### config.mk
export PLATFORM = sky130hd
export DESIGN_NAME = bit_serializer
export DESIGN_NICKNAME = d
export VERILOG_FILES = /design/src/rtl/bit_serializer.sv
export SDC_FILE = /design/constraint.sdc
export NUM_CORES = 1
export LEC_CHECK = 0
export CORE_AREA = 2 2 39 41
export CTS_BUF_LIST = sky130_fd_sc_hd__clkbuf_4
export CTS_CLUSTER_DIAMETER = 200
export DETAILED_ROUTE_END_ITERATION = 6
export DIE_AREA = 0 0 41 43
export PLACE_DENSITY = 0.77
export SYNTH_ARGS = -nofsm -noshare
export SYNTH_HDL_FRONTEND = slang
export SYNTH_SLANG_ARGS = --single-unit
### constraint.sdc
create_clock -name clk -period 2.1 [get_ports clk]
set_input_delay 0.21 -clock clk [delete_from_list [all_inputs] [get_ports clk]]
set_output_delay 0.21 -clock clk [all_outputs]
set_load 0.01 [all_outputs]
### src/rtl/bit_serializer.sv
// bit_serializer
//   Parallel-to-serial bit-stream source for the downstream sequence detector.
//   Accepts WIDTH-bit words on a valid/ready handshake and shifts them out
//   MSB-first. Each bit is held for BIT_CYCLES clocks. Words may follow each
//   other with no idle gap between them.
//
//   Optional feature: define SER_PARITY_EN to append an even-parity bit after
//   the LSB. The parity bit is held for BIT_CYCLES clocks and carries
//   frame_last.
//
// Ports
//   clk          clock, rising edge
//   reset        asynchronous, active-high reset
//   data_in      parallel word, captured on an accepted transfer
//   data_valid   upstream presents a word
//   data_ready   serializer accepts a word this cycle (0 while in reset)
//   ser_out      serial bit
//   ser_valid    ser_out carries a frame bit
//   frame_start  high for every cycle of the first bit of a frame
//   frame_last   high for every cycle of the final bit of a frame
//   busy         a frame is in progress
//
// state  | meaning
// IDLE   | no frame in flight, waiting for a word
// SHIFT  | shifting data bits out, MSB first
// PARITY | holding the even-parity bit (SER_PARITY_EN only)
module bit_serializer #(
  parameter int WIDTH      = 8,
  parameter int BIT_CYCLES = 1
) (
  input  logic             clk,
  input  logic             reset,
  input  logic [WIDTH-1:0] data_in,
  input  logic             data_valid,
  output logic             data_ready,
  output logic             ser_out,
  output logic             ser_valid,
  output logic             frame_start,
  output logic             frame_last,
  output logic             busy
);

  localparam int CW = (WIDTH > 1) ? $clog2(WIDTH) : 1;
  localparam int HW = (BIT_CYCLES > 1) ? $clog2(BIT_CYCLES) : 1;

  localparam logic [1:0] IDLE   = 2'd0;
  localparam logic [1:0] SHIFT  = 2'd1;
`ifdef SER_PARITY_EN
  localparam logic [1:0] PARITY = 2'd2;
`endif

  logic [1:0]       state;
  logic [WIDTH-1:0] shreg;
  logic [CW-1:0]    bit_cnt;
  logic [HW-1:0]    hold_cnt;
`ifdef SER_PARITY_EN
  logic             par_q;
`endif

  logic hold_last;
  logic bit_last;
  logic frame_end;
  logic xfer;

  // With BIT_CYCLES=1 the hold counter stays 0 and every cycle is a wrap.
  assign hold_last = (hold_cnt == HW'(BIT_CYCLES - 1));
  assign bit_last  = (bit_cnt == CW'(WIDTH - 1));

`ifdef SER_PARITY_EN
  assign frame_end = (state == PARITY) && hold_last;
`else
  assign frame_end = (state == SHIFT) && bit_last && hold_last;
`endif

  // Ready only in IDLE or in the very last cycle of a frame. This lets the
  // next word start with no bubble.
  assign data_ready = !reset && ((state == IDLE) || frame_end);
  assign xfer       = data_valid && data_ready;

  always_ff @(posedge clk or posedge reset) begin
    if (reset) begin
      state    <= IDLE;
      shreg    <= '0;
      bit_cnt  <= '0;
      hold_cnt <= '0;
`ifdef SER_PARITY_EN
      par_q    <= 1'b0;
`endif
    end else if (xfer) begin
      // A transfer is only possible in IDLE or at frame end, so a reload
      // takes priority over normal sequencing.
      state    <= SHIFT;
      shreg    <= data_in;
      bit_cnt  <= '0;
      hold_cnt <= '0;
`ifdef SER_PARITY_EN
      par_q    <= ^data_in;
`endif
    end else begin
      case (state)
        SHIFT: begin
          if (hold_last) begin
            hold_cnt <= '0;
            if (bit_last) begin
`ifdef SER_PARITY_EN
              state <= PARITY;
`else
              state <= IDLE;
`endif
            end else begin
              shreg   <= shreg << 1;
              bit_cnt <= bit_cnt + CW'(1);
            end
          end else begin
            hold_cnt <= hold_cnt + HW'(1);
          end
        end
`ifdef SER_PARITY_EN
        PARITY: begin
          if (hold_last) begin
            hold_cnt <= '0;
            state    <= IDLE;
          end else begin
            hold_cnt <= hold_cnt + HW'(1);
          end
        end
`endif
        default: state <= IDLE;
      endcase
    end
  end

  // Outputs decode registered state only; there is no path from data_in or data_valid.
  always_comb begin
    ser_valid   = 1'b0;
    ser_out     = 1'b0;
    frame_start = 1'b0;
    frame_last  = 1'b0;
    if (state == SHIFT) begin
      ser_valid   = 1'b1;
      ser_out     = shreg[WIDTH-1];
      frame_start = (bit_cnt == '0);
`ifndef SER_PARITY_EN
      frame_last  = bit_last;
`endif
    end
`ifdef SER_PARITY_EN
    if (state == PARITY) begin
      ser_valid  = 1'b1;
      ser_out    = par_q;
      frame_last = 1'b1;
    end
`endif
  end

  assign busy = ser_valid;

endmodule

Word level (Yosys, flattened, before mapping)
Cells that the tools add are included.

storage, ports and cells
  bits in registers = 14
  latch bits = 0
  RAM bits = 0
  ROM bits = 0
  input port bits = 11
  output and inout bits = 6
  logic and storage cells = 43
  memories = 0

cells by class
  add/subtract/negate cells = 2
  multiply operators = 0
  div/mod/pow operators = 0
  order comparisons = 0
  equal/unequal tests = 6
  shift operators = 0
  mux-type cells = 19
  bitwise operators = 1
  reductions and logical operators = 11

operator list
  cell                                                                   number
  8-bit 2-to-1 mux                                                       4
  3-bit 2-to-1 mux                                                       4
  2-bit 2-to-1 mux                                                       4
  1-bit 2-to-1 mux                                                       7
  3-bit != test, second input constant                                   2
  1-bit logical AND                                                      4
  2-bit by 1-bit != test with 1-bit output, second input constant        2
  3-bit by 1-bit adder with 3-bit output, second input constant          1
  3-bit equality test, second input constant                             1
  3-bit zero test                                                        1
  3-bit AND reduction                                                    1
  2-bit by 1-bit equality test with 1-bit output, second input constant  1
  2-bit zero test                                                        1
  2-bit AND reduction                                                    1
  2-bit nonzero test                                                     1
  1-bit adder, second input constant                                     1
  1-bit zero test                                                        1
  1-bit logical OR                                                       1
  1-bit inverter                                                         1

Depth between registers and ports, before layout
Gate-level depths: netlist of the first run.

  depth after elaboration = 8
  gate-level depth with buffers = 7
  gate-level depth less buffers = 5

Least setup slack after synthesis of the first run
Ideal clock, no wire load.

  path kind = flip-flop to flip-flop
  start = register bit_cnt[0]
  end = register bit_cnt[0]
  library setup time = 0.123 ns
  arrival time = 1.277 ns
  required time = 1.977 ns
  setup slack = 0.701 ns
  stages on the path, launching flop included = 8
  buffers on the path = 2
  period minus slack after synthesis = 1.399 ns
  cell sequence = dfrtp_1 > ha_1 > ha_1 > nand2b_1 > buf_6 > buf_8 > nand3_1 > o21ai_1

on the way
  cells in the longest elaborated chain, start to end = 8
  elaborated cells on any way between the ends = 15
  those cells by class = add/sub (1); eq/ne (3); mux (4); reduce/logical (7)

RTL lines
  item                                                                                            RTL line  source
  from (decl)                                                                                     54        logic [CW-1:0] bit_cnt;
  from (signal assigned)                                                                          112       bit_cnt <= bit_cnt + CW'(1);
  parallel branches: the longest is 8 deep, another holds 3-bit by 1-bit adder with 3-bit output  n/a

Several ways; the timed one is not identified. The select of a mux whose other input is x is not followed.
A chain may end at the register's enable or synchronous reset.

Worst setup path after layout of the first run
  start = register bit_cnt[0]
  end = output port frame_last

on the way
  cells in the longest elaborated chain, start to end = 2

RTL lines
  item                 RTL line  source
  3-bit equality test  67        assign bit_last = (bit_cnt == CW'(WIDTH - 1));
  1-bit 2-to-1 mux     139       if (state == SHIFT) begin
  to (decl)            39        output logic frame_last,

No other way between the ends.

==> flow_metrics.py, run 1 <==
metrics = {
    "cts": {
        "cts-root-buf": "clkbuf_4",
        "clkTransAtPathRegs_ns": 0.08,
        "cts_hold_buf": 0,
        "cts_buffer_depth": 2,
        "cts_made_buffers": 3,
        "clkSinkCount": 12,
        "clk_latency_ns": 0.27,
        "cts_tree": "yes",
        "ctsHtreeMaxLevel": 1,
    },
    "floorplan": {
        "initial_core_util_pct": 45.5,
        "coreArea_sq_um": 1380,
        "dieArea_sq_um": 1760,
        "die_w_microns": 41,
        "ios": 17,
        "die_y_microns": 43,
        "rows": 14,
    },
    "yosys": {
        "synth_cell_types": 19,
        "netlist_instances": 69,
        "yosys.area_share.xor_xnor_pct": 0,
        "synth_top_family_by_area": "simple AND/OR/NAND/NOR gates",
        "synth_mux_area_share_pct": 0,
        "yosysTopAreaCell": "dfrtp_1",
        "synth_common_cells": "nand2_1, dfrtp_1, nor2_1",
        "synth-seq-area-share_pct": 47.7,
        "async_reset_ff_share_pct": 100,
        "synth_area_per_cell_sq_um": 9.12,
        "synth_warnings": 0,
        "ys_ff_latch": 12,
        "yosys.area.top_type_share_pct": 47.7,
        "synthesis.nets": 83,
        "synth_compound_area_share_pct": 11.3,
        "synth_most_common_cell": "nand2_1",
        "syn_area_sq_um": 629,
        "synthFlopType": "dfrtp_1",
        "synth-simple-area-share_pct": 24.9,
        "synth.area.top_cells": "dfrtp_1, nand2_1, a31oi_1",
        "synth_fa_ha_area_share_pct": 5.96,
        "synth_edf_count": 0,
    },
    "critical_path": {
        "worstSetupPathType": "reg2out",
        "cp.depth": 4,
        "critPathLaunch": "bit_cnt[0]",
        "path_buf_inv": 1,
        "crit-reg2reg-launch": "bit_cnt[0]",
        "startpoint_type": "flop",
        "cp.required_ns": 1.89,
        "reg2regPathDepth": 5,
        "path_common_cell": "ha_1",
        "critPathSlowestCell": "clkdlybuf4s50_1",
        "critPathCapture": "frame_last",
        "cp_data_arrival_time_ns": 1.68,
        "rr_endpoint": "bit_cnt[0]",
        "reg2reg_slack_ns": 0.52,
        "cp_cell_sequence": "ha_1 > ha_1 > and2_1 > clkdlybuf4s50_1",
        "slowest_delay_ns": 0.47,
        "endpoint_kind": "output pin",
        "critPathMaxFanout": 3,
        "crit_family": "buffers and inverters",
    },
    "detailed_routing": {
        "vias": 506,
        "drc": 0,
        "dr.pass1.iters": 4,
        "wl_per_cell_microns": 11.3,
        "wirelength_mm": 1.16,
        "drtAntennaViolNets": 0,
        "drt-initial-drc-count": 7,
        "via_per_inst": 4.91,
    },
    "placement": {
        "dp_hpwl_microns": 843,
        "gp_congestion": 0.756,
        "port-buffer-count": 16,
        "dpl_cell_area_sq_um": 768,
    },
    "power_and_ir_drop": {
        "power.leakage_nw": 0.382,
        "power.density_nw_per_um2": 1330,
        "ir_drop_mv": 0.509,
    },
    "grt": {
        "track_usage_pct": 16.4,
        "grt_max_degree": 17,
        "overflow": 0,
        "grt_pass1_wl_mm": 1.96,
        "antenna_found_initial": 0,
        "grt_pass1_vias": 453,
    },
    "final_layout": {
        "design_area_sq_um": 812,
        "drive_above_1_share_pct": 10.3,
        "syn_to_final_growth_pct": 29.0,
        "register_area_sq_um": 300,
        "final_util_pct": 58.7,
        "multiInputGateArea_sq_um": 265,
        "fin_nets": 102,
        "fill_cells": 138,
        "num_antenna_cells": 0,
    },
    "sta": {
        "worstMarginPinSlew_ns": 0.544,
        "rsz0062_at_grt": "no",
        "clock.fmax_ghz": 0.531,
        "finalSetupTns_ns": 0,
        "setup_viol_count_final": 0,
        "hold_violations": 0,
        "timing.slew.headroom_pct": 63.8,
        "hold_ws_ns": 0.341,
        "clock_skew_ns": 0.00358,
        "post-route-min-period_ns": 1.89,
        "drv_slew": 0,
        "finalCritPeriodShare_pct": 89.8,
    },
    "outcome": {
        "status": "completed",
    },
    "worst_hold_path": {
        "worstHoldPathType": "in2async",
    },
    "flow_run": {
        "drv_cap": 0,
    },
}
==> cell families after synthesis <==
group / after synthesis
compound gates: 11
flops: 12
buf+inv: 9
simple gates: 34
fa+ha+maj: 3
==> metal layers <==
layer	up-vias	part of all wire, %	wire length [microns]	track usage [%]
met5	-	0	0	0
met4	0	0	0	10.0
met3	0	3.9	45	1.57
met2	12	52	600	23.1
met1	234	44	517	23.2
li1	260	-	-	-
==> through the flow <==
stage	power [mW]	setup WS [ns]	std cells
floorplan	0.801	0.701	69
global placement	0.897	0.322	97
detailed placement	0.918	0.260	97
CTS	1.10	0.0525	103
global route	1.19	0.119	103
finish	1.08	0.215	103
==> power by group <==
group	total [mW]	internal [mW]	switching, mW
Sequential	0.413	0.341	0.0715
Clock	0.144	0.0686	0.0759
Combinational	0.527	0.277	0.249
==> repair_timing <==
| item | in CTS | in global routing |
|---|---|---|
| endpoints found under the hold margin | 0 | 0 |
| gates resized for setup | 0 | 1 |
| endpoints found under the setup margin | 1 | 1 |
| setup buffers | 2 | 0 |
==> sequential cells by signal, indices dropped and copies added (netlist names) <==
name,cells
shreg,8
bit_cnt,3
state,1
==> cells in the final DEF (no fill, tap or decap), drive strengths merged <==
cell,synthesis,layout
clkbuf,0,3
a21oi,1,1
a22o,2,2
o21ai,1,1
buf,5,3
and2b,1,1
nand2,17,17
and2,2,2
nor2b,1,1
nand2b,2,2
nand3,1,1
clkdlybuf4s50,0,15
dlymetal6s2s,0,1
a31oi,7,7
ha,3,3
clkinv,0,1
nor2,10,10
dfrtp,12,12
inv,4,4
==> how the worst min path moves through the flow <==
stage / startpoint / endpoint / slack, ns / depth (start not counted)
detailed placement: bit_cnt[2] / bit_cnt[2] / 0.52 / 1
global route: reset / shreg[6] / 0.37 / 2
finish: reset / shreg[1] / 0.34 / 2
global placement: bit_cnt[0] / bit_cnt[0] / 0.49 / 1
CTS: reset / shreg[1] / 0.35 / 2
floorplan: reset / bit_cnt[0] / 0.07 / 1
==> cell type report <==
cell class / count / area share [%]
Sequential cell: 12 / 37.0
Multi-Input combinational cell: 48 / 32.7
Timing Repair Buffer: 19 / 22.8
Clock buffer: 3 / 2.77
Tap cell: 16 / 2.47
Inverter: 4 / 1.85
Clock inverter: 1 / 0.462
(Power assumes the default switching activity.)
==> inputs of run 2 (changes only) <==
==> config.mk (replaced) <==
export PLATFORM = sky130hd
export DESIGN_NAME = bit_serializer
export DESIGN_NICKNAME = d
export VERILOG_FILES = /design/src/rtl/bit_serializer.sv
export SDC_FILE = /design/constraint.sdc
export NUM_CORES = 1
export LEC_CHECK = 0
export CELL_PAD_IN_SITES_DETAIL_PLACEMENT = 1
export CELL_PAD_IN_SITES_GLOBAL_PLACEMENT = 1
export CORE_MARGIN = 5
export CORE_UTILIZATION = 38
export CTS_BUF_LIST = sky130_fd_sc_hd__clkbuf_4
export CTS_CLUSTER_DIAMETER = 200
export DETAILED_ROUTE_END_ITERATION = 6
export PLACE_DENSITY = 0.83
export SYNTH_ARGS = -nofsm -noshare
export SYNTH_HDL_FRONTEND = slang
export SYNTH_SLANG_ARGS = --single-unit
==> run 2 against run 1 <==
Global-route usage shrank 5.1 points. Via count grew 1.8%. First-iteration DRC count shrank 71%. Clock-buffer cell count is the same. Power shrank 1.9%. Critical path depth is the same. Core utilization shrank 6.7 points. Register-to-register slack lost 0.08 ns. Combinational power shrank 2%. Routed wire length grew 11%. Critical path type unchanged. Largest cell class unchanged. Largest power group unchanged.
==> flow_metrics.py, run 2 (same netlist as run 1, synthesis figures left out) <==
metrics = {
    "floorplan": {
        "rows": 14,
        "die_y_microns": 50.7,
        "initial_core_util_pct": 40.8,
        "die_w_microns": 50.7,
        "coreArea_sq_um": 1540,
        "ios": 17,
        "dieArea_sq_um": 2570,
    },
    "final_layout": {
        "num_antenna_cells": 0,
        "final_cell_mix": "nand2_1, clkdlybuf4s50_1, dfrtp_1, nor2_1, a31oi_1",
        "syn_to_final_growth_pct": 27.2,
        "largest_reg_flops": 8,
        "fin_nets": 101,
        "regMostFlops": "shreg",
        "drive_above_1_share_pct": 9.41,
        "fill_cells": 175,
        "final_cells": 101,
        "reg_top3": "shreg (8), bit_cnt (3), state (1)",
        "register_area_sq_um": 300,
        "final_common_cell": "nand2_1",
        "multiInputGateArea_sq_um": 265,
    },
    "detailed_routing": {
        "dr.pass1.iters": 4,
        "vias": 515,
        "wirelength_mm": 1.29,
        "drc": 0,
        "drtAntennaViolNets": 0,
        "via_per_inst": 5.10,
        "wl_per_cell_microns": 12.8,
        "drt-initial-drc-count": 2,
    },
    "critical_path": {
        "cp.required_ns": 1.89,
        "slowest_delay_ns": 0.47,
        "critPathMaxFanout": 3,
        "path_common_cell": "ha_1",
        "reg2reg_slack_ns": 0.44,
        "cp_cell_sequence": "ha_1 > ha_1 > and2_1 > clkdlybuf4s50_1",
        "startpoint_type": "flop",
        "crit-reg2reg-launch": "bit_cnt[0]",
        "critPathSlowestCell": "clkdlybuf4s50_1",
        "worstSetupPathType": "reg2out",
        "cp_data_arrival_time_ns": 1.68,
        "reg2regPathDepth": 5,
        "rr_endpoint": "shreg[3]",
        "endpoint_kind": "output pin",
    },
    "worst_hold_path": {
        "worstHoldPathType": "in2async",
    },
    "sta": {
        "hold_violations": 0,
        "clock_skew_ns": 0.00135,
        "finalSetupTns_ns": 0,
        "setup_viol_count_final": 0,
        "rsz0062_at_grt": "no",
        "finalCritPeriodShare_pct": 89.9,
        "drv_slew": 0,
        "clock.fmax_ghz": 0.530,
        "worstMarginPinSlew_ns": 0.594,
        "timing.slew.headroom_pct": 60.4,
        "post-route-min-period_ns": 1.89,
    },
    "cts": {
        "clk_latency_ns": 0.26,
        "ctsHtreeMaxLevel": 1,
        "clkSinkCount": 12,
        "cts_buffer_depth": 2,
        "cts-root-buf": "clkbuf_4",
        "cts_made_buffers": 3,
        "cts_tree": "yes",
        "clkTransAtPathRegs_ns": 0.07,
        "cts_hold_buf": 0,
    },
    "grt": {
        "grt_pass1_vias": 543,
        "antenna_found_initial": 0,
        "grt_max_degree": 17,
        "overflow": 0,
        "track_usage_pct": 11.3,
        "grt_pass1_wl_mm": 2.28,
    },
    "flow_run": {
        "drv_cap": 0,
    },
    "power_and_ir_drop": {
        "ir_drop_mv": 0.596,
        "power.leakage_nw": 0.376,
        "power.density_nw_per_um2": 1330,
    },
    "placement": {
        "placed_cells": 97,
        "dp_hpwl_mm": 1.02,
        "gp_congestion": 0.705,
        "port-buffer-count": 16,
    },
    "outcome": {
        "status": "completed",
    },
}
## run 2: where the power goes
group | switching (mW) | internal [mW]
Clock | 0.0702 | 0.0661
Sequential | 0.0677 | 0.341
Combinational | 0.254 | 0.265
Total | 0.392 | 0.672
## run 2: worst max-delay path by stage
stage | start | to | slack (ns) | cells after the start
finish | bit_cnt[0] | frame_last | 0.21 | 4
global route | bit_cnt[0] | frame_last | 0.11 | 4
CTS | bit_cnt[1] | data_ready | 0.003 | 5
detailed placement | bit_cnt[0] | data_ready | 0.25 | 5
global placement | bit_cnt[0] | data_ready | 0.31 | 5
floorplan | bit_cnt[0] | bit_cnt[0] | 0.70 | 7
## run 2: routing by layer
metal	share of wire (%)	up-vias	GRT usage, %
met3	7.3	0	2.96
met2	46	14	19.2
li1	-	256	-
met4	0	0	2.55
met5	0	-	0
met1	46	245	14.2
## run 2: metrics by stage
stage          power, mW  util (%)  setup slack [ns]  hold WS, ns  instance area, sq um
6_report            1.06      51.9             0.213        0.348                   801
5_1_grt             1.17      51.9             0.114        0.387                   801
4_1_cts             1.08      51.8           0.00301        0.358                   798
3_5_place_dp       0.931      49.8             0.254        0.519                   768
3_3_place_gp       0.905      49.8             0.309        0.496                   768
2_1_floorplan      0.801         -             0.701       0.0747                   629
## run 2: repair_timing
item,in CTS,in global routing
buffers inserted,1,0
gates resized for setup,0,1
endpoints found under the setup margin,1,1
gates cloned,0,0
## run 2: layout make-up
class                   count  area share, %
repair buffers             18           22.2
clock buffers               3           2.81
multi-input cells          48           33.1
well taps                  16           2.50
inverters                   4           1.88
flip-flops and latches     12           37.5
## run 2: worst max-delay path: cells and delay by family, from the launching register on
| family | cells | cell delay (ns) |
|---|---|---|
| adders and majority gates | 2 | 0.40 |
| and+or+nand+nor | 1 | 0.16 |
| buffers and inverters | 1 | 0.47 |
| DFF | 1 | 0.39 |
==> inputs of run 3 (changes only) <==
--- a/config.mk
+++ b/config.mk
@@ -5,14 +5,15 @@
 export SDC_FILE = /design/constraint.sdc
 export NUM_CORES = 1
 export LEC_CHECK = 0
+export ABC_AREA = 1
 export CELL_PAD_IN_SITES_DETAIL_PLACEMENT = 1
 export CELL_PAD_IN_SITES_GLOBAL_PLACEMENT = 1
 export CORE_MARGIN = 5
-export CORE_UTILIZATION = 38
+export CORE_UTILIZATION = 40
 export CTS_BUF_LIST = sky130_fd_sc_hd__clkbuf_4
 export CTS_CLUSTER_DIAMETER = 200
 export DETAILED_ROUTE_END_ITERATION = 6
-export PLACE_DENSITY = 0.83
+export PLACE_DENSITY = 0.84
 export SYNTH_ARGS = -nofsm -noshare
 export SYNTH_HDL_FRONTEND = slang
 export SYNTH_SLANG_ARGS = --single-unit
==> run 3 against run 2 <==
Clock power grew 4%. Sequential share of layout area shrank 3.9 points. Critical path type unchanged. Design area grew 12%. Maximum frequency shrank 5.5%. Via count grew 14%. Cell count grew 17%. Setup slack lost 0.11 ns. Hold slack lost 0.037 ns.
==> flow_metrics.py, run 3 <==
metrics = {
    "floorplan": {
        "coreArea_sq_um": 1710,
        "initial_core_util_pct": 42.1,
        "rows": 15,
        "dieArea_sq_um": 2740,
        "die_w_microns": 52.4,
        "ios": 17,
        "die_y_microns": 52.4,
    },
    "sta": {
        "setup_viol_count_final": 0,
        "finalCritPeriodShare_pct": 95.1,
        "rsz0062_at_grt": "no",
        "clock.fmax_ghz": 0.501,
        "drv_slew": 0,
        "timing.slew.headroom_pct": 72.3,
        "clock_skew_ns": 0.00208,
        "setup_ws_ns": 0.103,
        "finalSetupTns_ns": 0,
        "post-route-min-period_ns": 2.00,
        "worstMarginPinSlew_ns": 0.414,
        "hold_violations": 0,
    },
    "worst_hold_path": {
        "worstHoldPathType": "in2async",
    },
    "yosys": {
        "synth_area_per_cell_sq_um": 9.21,
        "async_reset_ff_share_pct": 100,
        "synthFlopType": "dfrtp_1",
        "ys_ff_latch": 12,
        "synthesis.nets": 92,
        "synth_cell_types": 16,
        "synth_edf_count": 0,
        "syn_area_sq_um": 718,
        "synth_most_common_cell": "nand2_1",
        "yosysTopAreaCell": "dfrtp_1",
        "synth.area.top_cells": "dfrtp_1, nand3_2, nand2_1",
        "synth_warnings": 0,
        "synth_common_cells": "nand2_1, dfrtp_1",
        "yosys.area.top_type_share_pct": 41.8,
        "netlist_instances": 78,
        "synth-seq-area-share_pct": 41.8,
    },
    "critical_path": {
        "reg2regPathDepth": 6,
        "path_common_cell": "ha_1",
        "crit_family": "buffers and inverters",
        "cp.required_ns": 1.89,
        "endpoint_kind": "output pin",
        "startpoint_type": "flop",
        "critPathMaxFanout": 3,
        "cp.depth": 5,
        "cp_data_arrival_time_ns": 1.79,
        "path_buf_inv": 1,
        "cp_cell_sequence": "ha_1 > ha_1 > nor2_2 > nor2_1 > clkdlybuf4s50_1",
        "worstSetupPathType": "reg2out",
        "critPathSlowestCell": "clkdlybuf4s50_1",
        "slowest_delay_ns": 0.49,
    },
    "power_and_ir_drop": {
        "power.leakage_nw": 0.454,
        "ir_drop_mv": 0.496,
        "power.density_nw_per_um2": 1210,
        "finalPower_mw": 1.09,
    },
    "detailed_routing": {
        "drtAntennaViolNets": 0,
        "drc": 0,
        "via_per_inst": 4.99,
        "drt-initial-drc-count": 2,
        "wl_per_cell_microns": 13.0,
        "wirelength_mm": 1.54,
        "dr.pass1.iters": 4,
        "vias": 589,
    },
    "final_layout": {
        "largest_reg_flops": 8,
        "fin_nets": 109,
        "num_antenna_cells": 0,
        "reg_top3": "shreg (8), bit_cnt (3), state (1)",
        "regMostFlops": "shreg",
        "final_common_cell": "nand2_1",
        "final_cell_mix": "nand2_1, clkdlybuf4s50_1, dfrtp_1",
        "drive_above_1_share_pct": 17.2,
        "final_util_pct": 52.3,
        "final_cells": 118,
        "syn_to_final_growth_pct": 24.4,
    },
    "grt": {
        "track_usage_pct": 13.2,
        "overflow": 0,
        "grt_pass1_wl_mm": 2.69,
        "antenna_found_initial": 0,
        "grt_max_degree": 21,
        "grt_pass1_vias": 608,
    },
    "cts": {
        "clkTransAtPathRegs_ns": 0.07,
        "cts_made_buffers": 3,
        "cts_buffer_depth": 2,
        "clkSinkCount": 12,
        "ctsHtreeMaxLevel": 1,
        "postCtsSetupBuffers": 0,
        "post_cts_resized": 0,
        "clk_latency_ns": 0.27,
        "cts-root-buf": "clkbuf_4",
        "cts_tree": "yes",
        "cts_hold_buf": 0,
    },
    "flow_run": {
        "drv_cap": 0,
    },
    "placement": {
        "dp_hpwl_mm": 1.16,
        "gp_congestion": 0.711,
        "post-place-ws_ns": 0.385,
        "placed_cells": 115,
        "port-buffer-count": 16,
    },
    "outcome": {
        "status": "completed",
    },
}
[run 3: cell types whose count changed after synthesis, sizes merged, moves of 4 or more]
cell    change
nor2        -7
nand3      +12
inv         +4
a31oi       -7
o211ai      +7
nand4       +7
[run 3: cells by family (layout without fill, tap and decap cells)]
kind of cell | count (synthesis) | in the layout | synth area share [%]
compound gates | 7 | 7 | 7.32
fa+ha+maj | 3 | 3 | 5.23
buf+inv | 14 | 29 | 11.7
flops | 12 | 12 | 41.8
simple gates | 42 | 42 | 34.0
[run 3: layout make-up]
type,instances,area (sq um)
well taps,25,31.3
flip-flops and latches,12,300
clock buffers,3,22.5
inverters,8,30.0
multi-input cells,52,334
fillers,202,815
repair buffers,18,175
[run 3: through the flow]
step	instance area (sq um)	hold WS [ns]
2_1_floorplan	718	0.225
3_3_place_gp	871	0.484
3_5_place_dp	871	0.494
4_1_cts	893	0.323
5_1_grt	893	0.360
6_report	893	0.311
[run 3: path summary, 6_finish.rpt]
kind                            start          to  slack [ns]
max in group asynchronous       reset    shreg[1]        1.51
max                        bit_cnt[0]  data_ready        0.10
max reg2reg                bit_cnt[0]    shreg[1]        0.54
min in group clk           data_in[0]    shreg[0]        0.50
min                             reset    shreg[7]        0.31
min reg2reg                  shreg[2]    shreg[3]        0.51
[run 3: worst register-to-register path, stage by stage, from the launching register on]
cell and delay [ns]:
dfrtp_1 0.40, ha_1 0.21, ha_1 0.22, inv_1 0.08
nand2_2 0.23, o211ai_1 0.21, nand3_2 0.09
[run 3: where the power goes]
group,switching (mW),internal [mW],leakage (nW)
Sequential,0.0745,0.332,0.153
Combinational,0.296,0.242,0.288
Clock,0.0746,0.0663,0.0138
Total,0.445,0.641,0.454
[run 3: per-layer routing]
metal,global-route usage [%],vias up,wire [microns]
li1,-,299,-
met1,16.5,275,721
met2,21.5,11,742
met3,2.56,4,44
met4,6.38,0,30
met5,0,-,0
